File: src/rtl/aes_dec_pkg.sv
// Shared types, round constants and S-box / GF(2^8) helpers for the AES-128 inverse cipher.
package aes_dec_pkg;

  localparam int NUM_ROUNDS = 10;

  typedef logic [127:0] block_t;
  typedef logic [3:0]   round_t;

  localparam round_t FINAL_ROUND = 4'd9;
  localparam round_t DONE_STATE  = 4'd10;

  // Inverse S-box, entry 0 in the most significant byte.
  localparam logic [2047:0] INV_SBOX = {
    128'h52096ad53036a538bf40a39e81f3d7fb, 128'h7ce339829b2fff87348e4344c4dee9cb,
    128'h547b9432a6c2233dee4c950b42fac34e, 128'h082ea16628d924b2765ba2496d8bd125,
    128'h72f8f66486689816d4a45ccc5d65b692, 128'h6c704850fdedb9da5e154657a78d9d84,
    128'h90d8ab008cbcd30af7e45805b8b34506, 128'hd02c1e8fca3f0f02c1afbd0301138a6b,
    128'h3a9111414f67dcea97f2cfcef0b4e673, 128'h96ac7422e7ad3585e2f937e81c75df6e,
    128'h47f11a711d29c5896fb7620eaa18be1b, 128'hfc563e4bc6d279209adbc0fe78cd5af4,
    128'h1fdda8338807c731b11210592780ec5f, 128'h60517fa919b54a0d2de57a9f93c99cef,
    128'ha0e03b4dae2af5b0c8ebbb3c83539961, 128'h172b047eba77d626e169146355210c7d
  };

  function automatic logic [7:0] inv_sbox(input logic [7:0] b);
    return INV_SBOX[11'd2047 - {b, 3'b000} -: 8];
  endfunction

  // Byte k of a block is bits [127-8k -: 8]; state element (row r, column c) is byte r+4c.
  function automatic block_t inv_sub_bytes(input block_t b);
    block_t r;
    for (int k = 0; k < 16; k++) r[127-8*k -: 8] = inv_sbox(b[127-8*k -: 8]);
    return r;
  endfunction

  function automatic block_t inv_shift_rows(input block_t b);
    block_t r;
    for (int c = 0; c < 4; c++)
      for (int rw = 0; rw < 4; rw++)
        r[127-8*(rw+4*c) -: 8] = b[127-8*(rw+4*((c+4-rw)%4)) -: 8];
    return r;
  endfunction

  function automatic logic [7:0] xtime(input logic [7:0] b);
    return {b[6:0], 1'b0} ^ (b[7] ? 8'h1b : 8'h00);
  endfunction

  // Multiply by a 4-bit constant (0x09/0x0b/0x0d/0x0e are all InvMixColumns needs).
  function automatic logic [7:0] gmul(input logic [7:0] b, input logic [3:0] c);
    logic [7:0] x2, x4, x8;
    x2 = xtime(b);
    x4 = xtime(x2);
    x8 = xtime(x4);
    return (c[3] ? x8 : 8'h00) ^ (c[2] ? x4 : 8'h00) ^ (c[1] ? x2 : 8'h00) ^ (c[0] ? b : 8'h00);
  endfunction

endpackage

File: src/rtl/aes_decryption_if.sv
// Block/FIFO/key-store bus of the AES-128 decryptor; blocks_done exists only with AES_DEC_BLOCK_COUNT_EN.
interface aes_decryption_if #(
  parameter int KEY_ADDR_W = 5
);
  import aes_dec_pkg::*;

  logic                  read_fifo;
  logic                  is_full;
  block_t                fifo_in;
  block_t                round_key_10;
  block_t                round_key_input;
  logic [KEY_ADDR_W-1:0] round_key_addr;
  logic                  ready;
  block_t                data_output;
  logic                  data_done;
`ifdef AES_DEC_BLOCK_COUNT_EN
  logic [15:0]           blocks_done;
`endif

  modport slave (
    input  read_fifo, is_full, fifo_in, round_key_10, round_key_input,
`ifdef AES_DEC_BLOCK_COUNT_EN
    output blocks_done,
`endif
    output round_key_addr, ready, data_output, data_done
  );

  modport master (
    output read_fifo, is_full, fifo_in, round_key_10, round_key_input,
`ifdef AES_DEC_BLOCK_COUNT_EN
    input  blocks_done,
`endif
    input  round_key_addr, ready, data_output, data_done
  );

endinterface

File: src/rtl/aes_decryption_inv_mix_columns.sv
// InvMixColumns: each 32-bit column multiplied by the circulant {0e,0b,0d,09} over GF(2^8).
module aes_decryption_inv_mix_columns
  import aes_dec_pkg::*;
(
  input  block_t data_i,
  output block_t data_o
);

  for (genvar gi = 0; gi < 4; gi++) begin : g_col
    logic [7:0] a0, a1, a2, a3;
    assign a0 = data_i[127-32*gi -: 8];
    assign a1 = data_i[119-32*gi -: 8];
    assign a2 = data_i[111-32*gi -: 8];
    assign a3 = data_i[103-32*gi -: 8];
    assign data_o[127-32*gi -: 8] = gmul(a0, 4'he) ^ gmul(a1, 4'hb) ^ gmul(a2, 4'hd) ^ gmul(a3, 4'h9);
    assign data_o[119-32*gi -: 8] = gmul(a0, 4'h9) ^ gmul(a1, 4'he) ^ gmul(a2, 4'hb) ^ gmul(a3, 4'hd);
    assign data_o[111-32*gi -: 8] = gmul(a0, 4'hd) ^ gmul(a1, 4'h9) ^ gmul(a2, 4'he) ^ gmul(a3, 4'hb);
    assign data_o[103-32*gi -: 8] = gmul(a0, 4'hb) ^ gmul(a1, 4'hd) ^ gmul(a2, 4'h9) ^ gmul(a3, 4'he);
  end

endmodule

File: src/rtl/aes_decryption.sv
// AES-128 inverse cipher: 3-stage recirculating pipeline, up to 3 interleaved blocks, 10 passes each.
// Optional AES_DEC_BLOCK_COUNT_EN adds a saturating completed-block counter.
module aes_decryption #(
  parameter int NUM_ROUNDS = 10,
  parameter int KEY_ADDR_W = 5
) (
  input  logic              clk,
  input  logic              n_rst,
  aes_decryption_if.slave   bus
);
  import aes_dec_pkg::*;

  localparam round_t DONE_ST  = round_t'(NUM_ROUNDS);
  localparam round_t FINAL_ST = round_t'(NUM_ROUNDS - 1);

  block_t block_a_q, block_b_q, block_c_q, round_key_q;
  round_t state_a_q, state_b_q, state_c_q;
  logic   valid_a_q, valid_b_q, valid_c_q;

  block_t block_a_d, block_c_d, sel_block, pre_block, ark_block, imc_block;
  round_t state_a_d, sel_state;
  logic   valid_a_d, ready, done;

  assign done  = valid_c_q && (state_c_q == DONE_ST);
  assign ready = !valid_c_q || (state_c_q == DONE_ST);

  // A finished block in C is never fed back: the slot goes to a new block or a bubble.
  always_comb begin
    sel_block = block_c_q;
    sel_state = state_c_q;
    valid_a_d = valid_c_q;
    if (ready) begin
      valid_a_d = bus.read_fifo;
      sel_state = '0;
      sel_block = bus.read_fifo ? bus.fifo_in : '0;
    end
    pre_block = (sel_state == '0) ? (sel_block ^ bus.round_key_10) : sel_block;
    block_a_d = inv_shift_rows(pre_block);
    state_a_d = sel_state;
  end

  assign ark_block = block_b_q ^ round_key_q;

  aes_decryption_inv_mix_columns u_imc (
    .data_i (ark_block),
    .data_o (imc_block)
  );

  assign block_c_d = (state_b_q == FINAL_ST) ? ark_block : imc_block;

  // Key fetched for the block in A lands in round_key_q together with that block in B.
  always_ff @(posedge clk or negedge n_rst) begin
    if (!n_rst) begin
      block_a_q   <= '0;
      block_b_q   <= '0;
      block_c_q   <= '0;
      round_key_q <= '0;
      state_a_q   <= '0;
      state_b_q   <= '0;
      state_c_q   <= '0;
      valid_a_q   <= 1'b0;
      valid_b_q   <= 1'b0;
      valid_c_q   <= 1'b0;
    end else if (!bus.is_full) begin
      block_a_q   <= block_a_d;
      state_a_q   <= state_a_d;
      valid_a_q   <= valid_a_d;
      block_b_q   <= inv_sub_bytes(block_a_q);
      state_b_q   <= state_a_q;
      valid_b_q   <= valid_a_q;
      round_key_q <= bus.round_key_input;
      block_c_q   <= block_c_d;
      state_c_q   <= state_b_q + round_t'(1);
      valid_c_q   <= valid_b_q;
    end
  end

  assign bus.round_key_addr = valid_a_q ? KEY_ADDR_W'(FINAL_ST - state_a_q) : '0;
  assign bus.ready          = ready;
  assign bus.data_done      = done;
  assign bus.data_output    = block_c_q;

`ifdef AES_DEC_BLOCK_COUNT_EN
  logic [15:0] blocks_done_q;

  always_ff @(posedge clk or negedge n_rst) begin
    if (!n_rst) begin
      blocks_done_q <= '0;
    end else if (done && !bus.is_full && (blocks_done_q != 16'hFFFF)) begin
      blocks_done_q <= blocks_done_q + 16'd1;
    end
  end

  assign bus.blocks_done = blocks_done_q;
`endif

endmodule

File: src/flat_wrapper.sv
// flat-port wrapper written by rule: the top's interface ports become plain ports
module aes_decryption_flat import aes_dec_pkg::*;
#(
  parameter int NUM_ROUNDS = 10,
  parameter int KEY_ADDR_W = 5
)
  (clk, n_rst, bus_read_fifo, bus_is_full, bus_fifo_in, bus_round_key_10, bus_round_key_input, bus_round_key_addr, bus_ready, bus_data_output, bus_data_done);
  aes_decryption_if #(.KEY_ADDR_W(KEY_ADDR_W)) bus_i ();
  input  logic clk;
  input  logic n_rst;
  input wire logic [$bits(bus_i.read_fifo)-1:0] bus_read_fifo;
  input wire logic [$bits(bus_i.is_full)-1:0] bus_is_full;
  input wire logic [$bits(bus_i.fifo_in)-1:0] bus_fifo_in;
  input wire logic [$bits(bus_i.round_key_10)-1:0] bus_round_key_10;
  input wire logic [$bits(bus_i.round_key_input)-1:0] bus_round_key_input;
  output wire logic [$bits(bus_i.round_key_addr)-1:0] bus_round_key_addr;
  output wire logic [$bits(bus_i.ready)-1:0] bus_ready;
  output wire logic [$bits(bus_i.data_output)-1:0] bus_data_output;
  output wire logic [$bits(bus_i.data_done)-1:0] bus_data_done;
  assign bus_i.read_fifo = bus_read_fifo;
  assign bus_i.is_full = bus_is_full;
  assign bus_i.fifo_in = bus_fifo_in;
  assign bus_i.round_key_10 = bus_round_key_10;
  assign bus_i.round_key_input = bus_round_key_input;
  assign bus_round_key_addr = bus_i.round_key_addr;
  assign bus_ready = bus_i.ready;
  assign bus_data_output = bus_i.data_output;
  assign bus_data_done = bus_i.data_done;
  aes_decryption #(.NUM_ROUNDS(NUM_ROUNDS), .KEY_ADDR_W(KEY_ADDR_W)) u_core (.clk(clk), .n_rst(n_rst), .bus(bus_i));
endmodule
File: config.mk
export PLATFORM = sky130hd
export DESIGN_NAME = aes_decryption_flat
export DESIGN_NICKNAME = d
export VERILOG_FILES = /design/src/rtl/aes_dec_pkg.sv /design/src/rtl/aes_decryption_if.sv /design/src/rtl/aes_decryption_inv_mix_columns.sv /design/src/rtl/aes_decryption.sv /design/src/flat_wrapper.sv
export SDC_FILE = /design/constraint.sdc
export NUM_CORES = 2
export LEC_CHECK = 0
export ABC_CLOCK_PERIOD_IN_PS = 4500
export BUFFER_PORTS_ARGS = -buffer_cell sky130_fd_sc_hd__buf_4
export CORE_MARGIN = 2
export CORE_UTILIZATION = 25
export CTS_BUF_LIST = sky130_fd_sc_hd__clkbuf_4 sky130_fd_sc_hd__clkbuf_8
export DETAILED_ROUTE_END_ITERATION = 7
export PLACE_DENSITY = 0.45
export SLEW_MARGIN = 20
export SYNTH_ARGS = -nofsm -noshare
export SYNTH_HDL_FRONTEND = slang
export SYNTH_SLANG_ARGS = --single-unit
File: constraint.sdc
create_clock -name clk -period 4.5 [get_ports clk]
set_input_delay 0.675 -clock clk [delete_from_list [all_inputs] [get_ports clk]]
set_output_delay 0.675 -clock clk [all_outputs]
set_load 0.01 [all_outputs]
== After elaboration in Yosys (flattened, before gate mapping) ==
Cells that the tools add are included.
Storage, ports and cells
  flip-flop bits (word level): 527
  memories: 0
  output and inout bits: 135
  bits in latches: 0
  input port bits: 388
  bits in read-only memories: 0
  memory bits (writable): 0
Operators by class
  reductions and logical operators: 4
  divide/modulo/power cells: 0
  shifts and indexed selects: 16
  eq/ne operators: 2
  bitwise logic cells: 194
  mux-type cells: 55
  magnitude comparators: 0
  add/sub/neg operators: 18
  $mul: 0
Operator list (count)
  $shiftx 2055x12->8 const A: 16
  $xor 8x8->8: 156
  $mux 128: 4
  $xor 8x5->8: 36
  $xor 128x128->128: 2
  $mux 5: 49
  $sub 11x11->11 const A: 16
  $eq 4x4->1 const B: 2
  $sub 4x4->5 const A: 1
  $add 4x1->4 const B: 1
  $logic_not 4->1: 1
  $mux 4: 1
  $logic_and 1x1->1: 1
  $logic_not 1->1: 1
  $logic_or 1x1->1: 1
  $mux 1: 1

== Logic depth before layout (Yosys ltp) ==
  depth after elaboration: 13
  mapped depth: 14
  depth with buffers taken out: 9

== By module ==
A second synthesis with hierarchy kept.
Unflattened totals
  cell total of the unflattened synthesis: 11813
  area total of the unflattened synthesis: 84239.5 sq um
By module, submodules not included
  aes_decryption: instances 1, area an instance 75678.8 sq um, cells an instance 11016, sequential area each 13187.6 sq um
  aes_decryption_inv_mix_columns: instances 1, area an instance 8560.7 sq um, cells an instance 797, sequential area each 0.0 sq um

== Worst setup path after synthesis ==
OpenSTA, ideal clock, no wires.
  path type: reg2reg
  start point: register u_core.block_a_q[90]
  end point: register u_core.block_b_q[93]
  arrival time: 3.388 ns
  setup slack: 0.991 ns
  stages on the path, launching flop included: 13
  period minus slack after synthesis: 3.509 ns
  setup time: 0.121 ns
  path through: dfrtp_1 clkbuf_1 inv_1 buf_1 clkbuf_1 clkbuf_1 ha_1 clkbuf_1 a221o_1 mux4_2 a2111oi_0 nor2_1 a22o_1
Between the ends
  word-level cells in the longest chain between the ends: 2
Ends and longest elaborated chain
  start, declared: RTL line aes_decryption.sv:16  | block_t block_a_q, block_b_q, block_c_q, round_key_q;
  start signal, assigned: RTL line aes_decryption.sv:65  | block_a_q <= block_a_d;
  $sub 11x11->11: RTL line aes_dec_pkg.sv:25  | return INV_SBOX[11'd2047 - {b, 3'b000} -: 8];
  $shiftx 2055x12->8: RTL line aes_dec_pkg.sv:25
  end signal, assigned: RTL line aes_decryption.sv:68  | block_b_q <= inv_sub_bytes(block_a_q);
  end, declared: RTL line aes_decryption.sv:16
No other way between the ends.
A chain may end at the register's enable or synchronous reset.

== Worst setup path in the final report ==
  start point: register u_core.block_a_q[33]
  end point: register u_core.block_b_q[38]
Same word-level chain as after synthesis.

==> summary.md <==
| Metric | Value |
|---|---|
| Fin. max-slew vios | `0` |
| CP peak stage delay | `0.64 ns` |
| Commonest non-fill, non-tap cell in the layout | `nand2_1` |
| Drt drc | `0` |
| Worst Clk Skew | `0.124 ns` |
| Synthesis-to-layout area growth | `15.1%` |
| FF+latch count, synth | `527` |
| # Post-CTS Setup Buffers | `0` |
| Synthesized area per cell | `7.25 µm²` |
| Placed cells | `16.0k` |
| FF-to-FF End | `u_core.block_b_q[38]$_DFFE_PN0N_` |
| Post-route clock period utilization | `80.7%` |
| Setup violations, final | `0` |
| WS Path Type | `flip-flop to flip-flop` |
| Post-DP HPWL | `340 mm` |
| FF-to-FF Start | `u_core.block_a_q[33]$_DFFE_PN0N_` |
| Slowest cell on the critical path | `a2111oi_0` |
| Largest net degree at the start of global routing | `213` |
| Max-cap violations | `0` |
| Cells on worst reg2reg path | `9` |
| Via Count | `97.9k` |
| Worst-path maximum fanout | `16` |
| Nets@finish | `12.4k` |
| Crit path arrival time | `4.48 ns` |
| Setup crit end | `u_core.block_b_q[38]$_DFFE_PN0N_` |
| Critical path, cell by cell | `buf_4 -> ha_1 -> nor2_1 -> a21o_1 -> a2111oi_0 -> a31oi_1 -> mux4_2 -> and2_1 -> o31ai_1` |
| Syn Nets | `12.5k` |
| CTS Buf Count | `122` |
| Via-per-instance ratio | `5.98` |
| Top-Level Pins | `523` |
| Minimum clock period | `3.63 ns` |
| Worst path required time | `5.35 ns` |
| Fraction of layout instances using a drive strength above 1 | `14.4%` |
| Buf/Inv on CP | `1` |
| Worst setup SP type | `flip-flop` |
| Clock Path Buffers | `4` |
| Most frequent cells in the layout | `nand2_1, o21ai_0, a21oi_1` |
| Routed WL per cell | `28.7 µm` |
| Crit path launch | `u_core.block_a_q[33]$_DFFE_PN0N_` |
| H-tree depth | `3` |
| CORE AREA | `340000 µm²` |
| Number of cell rows | `214` |
| CTS tree | `built` |
| Area after DPL | `93800 µm²` |
| Sequential area share after synthesis | `15.5%` |
| Worst slew pin tran | `1.17 ns` |
| Clock Tree Root | `clkbuf_8` |
| Die X | `588 µm` |
| R2R Setup Slk | `0.87 ns` |
| Initial antenna violation count | `37` |
| Grt ovf | `0` |
| RSZ-0062 raised after global routing | `no` |
| Worst hold-check path type | `input port to flip-flop` |
| Post-synth cell types | `91` |
| Synth Instances | `11.8k` |
| Post-route cell area | `98100 µm²` |
| Routability-driven placement congestion ratio | `1.01` |
| Input/output buffers | `522` |
| ANT nets after route | `0` |
| Main synth FF type | `dfrtp_1` |
| Crit path capture type | `flip-flop` |
| EDFF count, synth | `0` |
| Post-synth ARST share | `100%` |
| CTS sink cnt | `527` |
| Layout fillers | `37.7k` |
| Fin cells | `16.4k` |
| Chip height | `588 µm` |
| Initial Util | `25.1%` |
| 1st-iter DRT viols | `14.0k` |
| Max-slew headroom | `21.9%` |
| CTS resizes | `0` |
| Total GRT Usage | `25.7%` |
| Synth warn | `0` |
| Outcome | `finished, final reports clean` |
| CP Depth | `9` |
| Drt pass-1 iters | `6` |
| Fmax | `275 MHz` |
| Global-route wire length before repair | `677 mm` |
| DIE AREA | `346000 µm²` |
| Reg clk slew, reported paths | `0.07 ns` |
| Register Area | `13300 µm²` |
| Worst path top cell family by delay | `compound AO/OA/AOI/OAI gates` |
| Worst-Skew Late Latency | `1.04 ns` |
| Routed WL | `469 mm` |
| Fin. Hold Viols | `0` |
| Final TNS setup | `0 ns` |
| Cell Area, Synth | `85300 µm²` |
| Area of the multi-input gates | `66600 µm²` |
| Vias in the first global route | `91.8k` |
timing repair:
| action | in CTS | in global routing |
|---|---|---|
| hold buffers | 147 | 0 |
| endpoints found under the setup margin | 0 | 0 |
| hold endpoints to repair | 293 | 0 |
cell families after synthesis:
kind of cell             synth area share [%]
adder cells (fa/ha/maj)                  4.62
flip-flops                               15.5
XOR/XNOR                                 13.1
AND/OR/NAND/NOR                          20.9
AO/OA/AOI/OAI                            32.7
multiplexers                             6.65
buffers and inverters                    6.52
stage by stage:
| stage | worst slack, ns | util (%) | hold slack (ns) |
|---|---|---|---|
| CTS | 0.893 | 28.9 | 0.00182 |
| global placement | 0.927 | 27.6 | 0.474 |
| detailed placement | 0.988 | 27.6 | 0.477 |
| global route | 0.672 | 28.9 | 0.0498 |
| finish | 0.868 | 28.9 | 0.0876 |
| floorplan | 0.991 | - | 0.379 |
worst register-to-register path, stage by stage, from the launching register on:
cell and delay (ns):
dfrtp_1 0.56, buf_4 0.32, ha_1 0.49, nor2_1 0.16, a21o_1 0.19, a2111oi_0 0.64, a31oi_1 0.21, mux4_2 0.51
and2_1 0.20, o31ai_1 0.23
flip-flops by register name, summed over array words and instances (netlist names):
name                    cells
u_core.block_a_q          128
u_core.block_b_q          128
u_core.bus.data_output    128
u_core.round_key_q        128
u_core.state_a_q            4
u_core.state_b_q            4
u_core.state_c_q            4
u_core.valid_a_q            1
u_core.valid_b_q            1
u_core.valid_c_q            1
synth_stat cells (85+ instances only):
cell type | count | area, µm²
and3_1 | 191 | 1190
a31oi_1 | 248 | 1550
and2_1 | 85 | 532
nor2_1 | 776 | 2910
xnor2_1 | 704 | 6170
inv_1 | 157 | 589
ha_1 | 315 | 3940
nand3_1 | 243 | 1220
nand2b_1 | 289 | 1810
xnor3_1 | 106 | 2390
mux2i_1 | 92 | 921
o311ai_0 | 152 | 1330
a211oi_1 | 274 | 2060
a311oi_1 | 170 | 1490
dfrtp_1 | 527 | 13200
clkbuf_1 | 1104 | 4140
nor3_1 | 368 | 1840
buf_1 | 155 | 582
o21ai_0 | 1048 | 5250
nor2b_1 | 244 | 1530
a221oi_1 | 92 | 806
mux2_2 | 172 | 1940
xor2_1 | 161 | 1410
a21oi_1 | 1028 | 5140
o211ai_1 | 234 | 1760
o31ai_1 | 146 | 1100
mux4_2 | 125 | 2820
nand2_1 | 1298 | 4870
how the worst min path moves through the flow:
stage                                                from  slack (ns)  depth (start not counted)                                to
after floorplan                                     n_rst        0.38                          0   u_core.block_a_q[0]$_DFFE_PN0N_
after global placement    u_core.block_a_q[7]$_DFFE_PN0N_        0.47                          2   u_core.block_a_q[7]$_DFFE_PN0N_
after detailed placement  u_core.state_a_q[2]$_DFFE_PN0N_        0.48                          2   u_core.state_a_q[2]$_DFFE_PN0N_
after CTS                            bus_round_key_10[62]       0.002                          4  u_core.block_a_q[62]$_DFFE_PN0N_
after global routing                 bus_round_key_10[62]        0.05                          4  u_core.block_a_q[62]$_DFFE_PN0N_
final                                bus_round_key_10[61]        0.09                          4  u_core.block_a_q[61]$_DFFE_PN0N_
routing by layer:
metal	GRT usage, %	vias to the layer above	share of wire (%)
met3	4.67	1169	9.2
li1	-	43318	-
met2	38.6	6127	43
met1	34.4	47227	41
met4	15.1	14	7.0
met5	0	-	0.020
layout make-up:
type | instances | share of cell area, %
Multi-Input combinational cell | 9763 | 67.8
Sequential cell | 527 | 13.6
Antenna cell | 40 | 0.102
Tap cell | 4536 | 5.78
Timing Repair Buffer | 1094 | 9.16
Clock inverter | 55 | 0.576
Inverter | 183 | 0.708
Clock buffer | 171 | 2.26
Power is not shown: default switching activity piles up to over one toggle a cycle in this logic, so the estimate is an artifact.
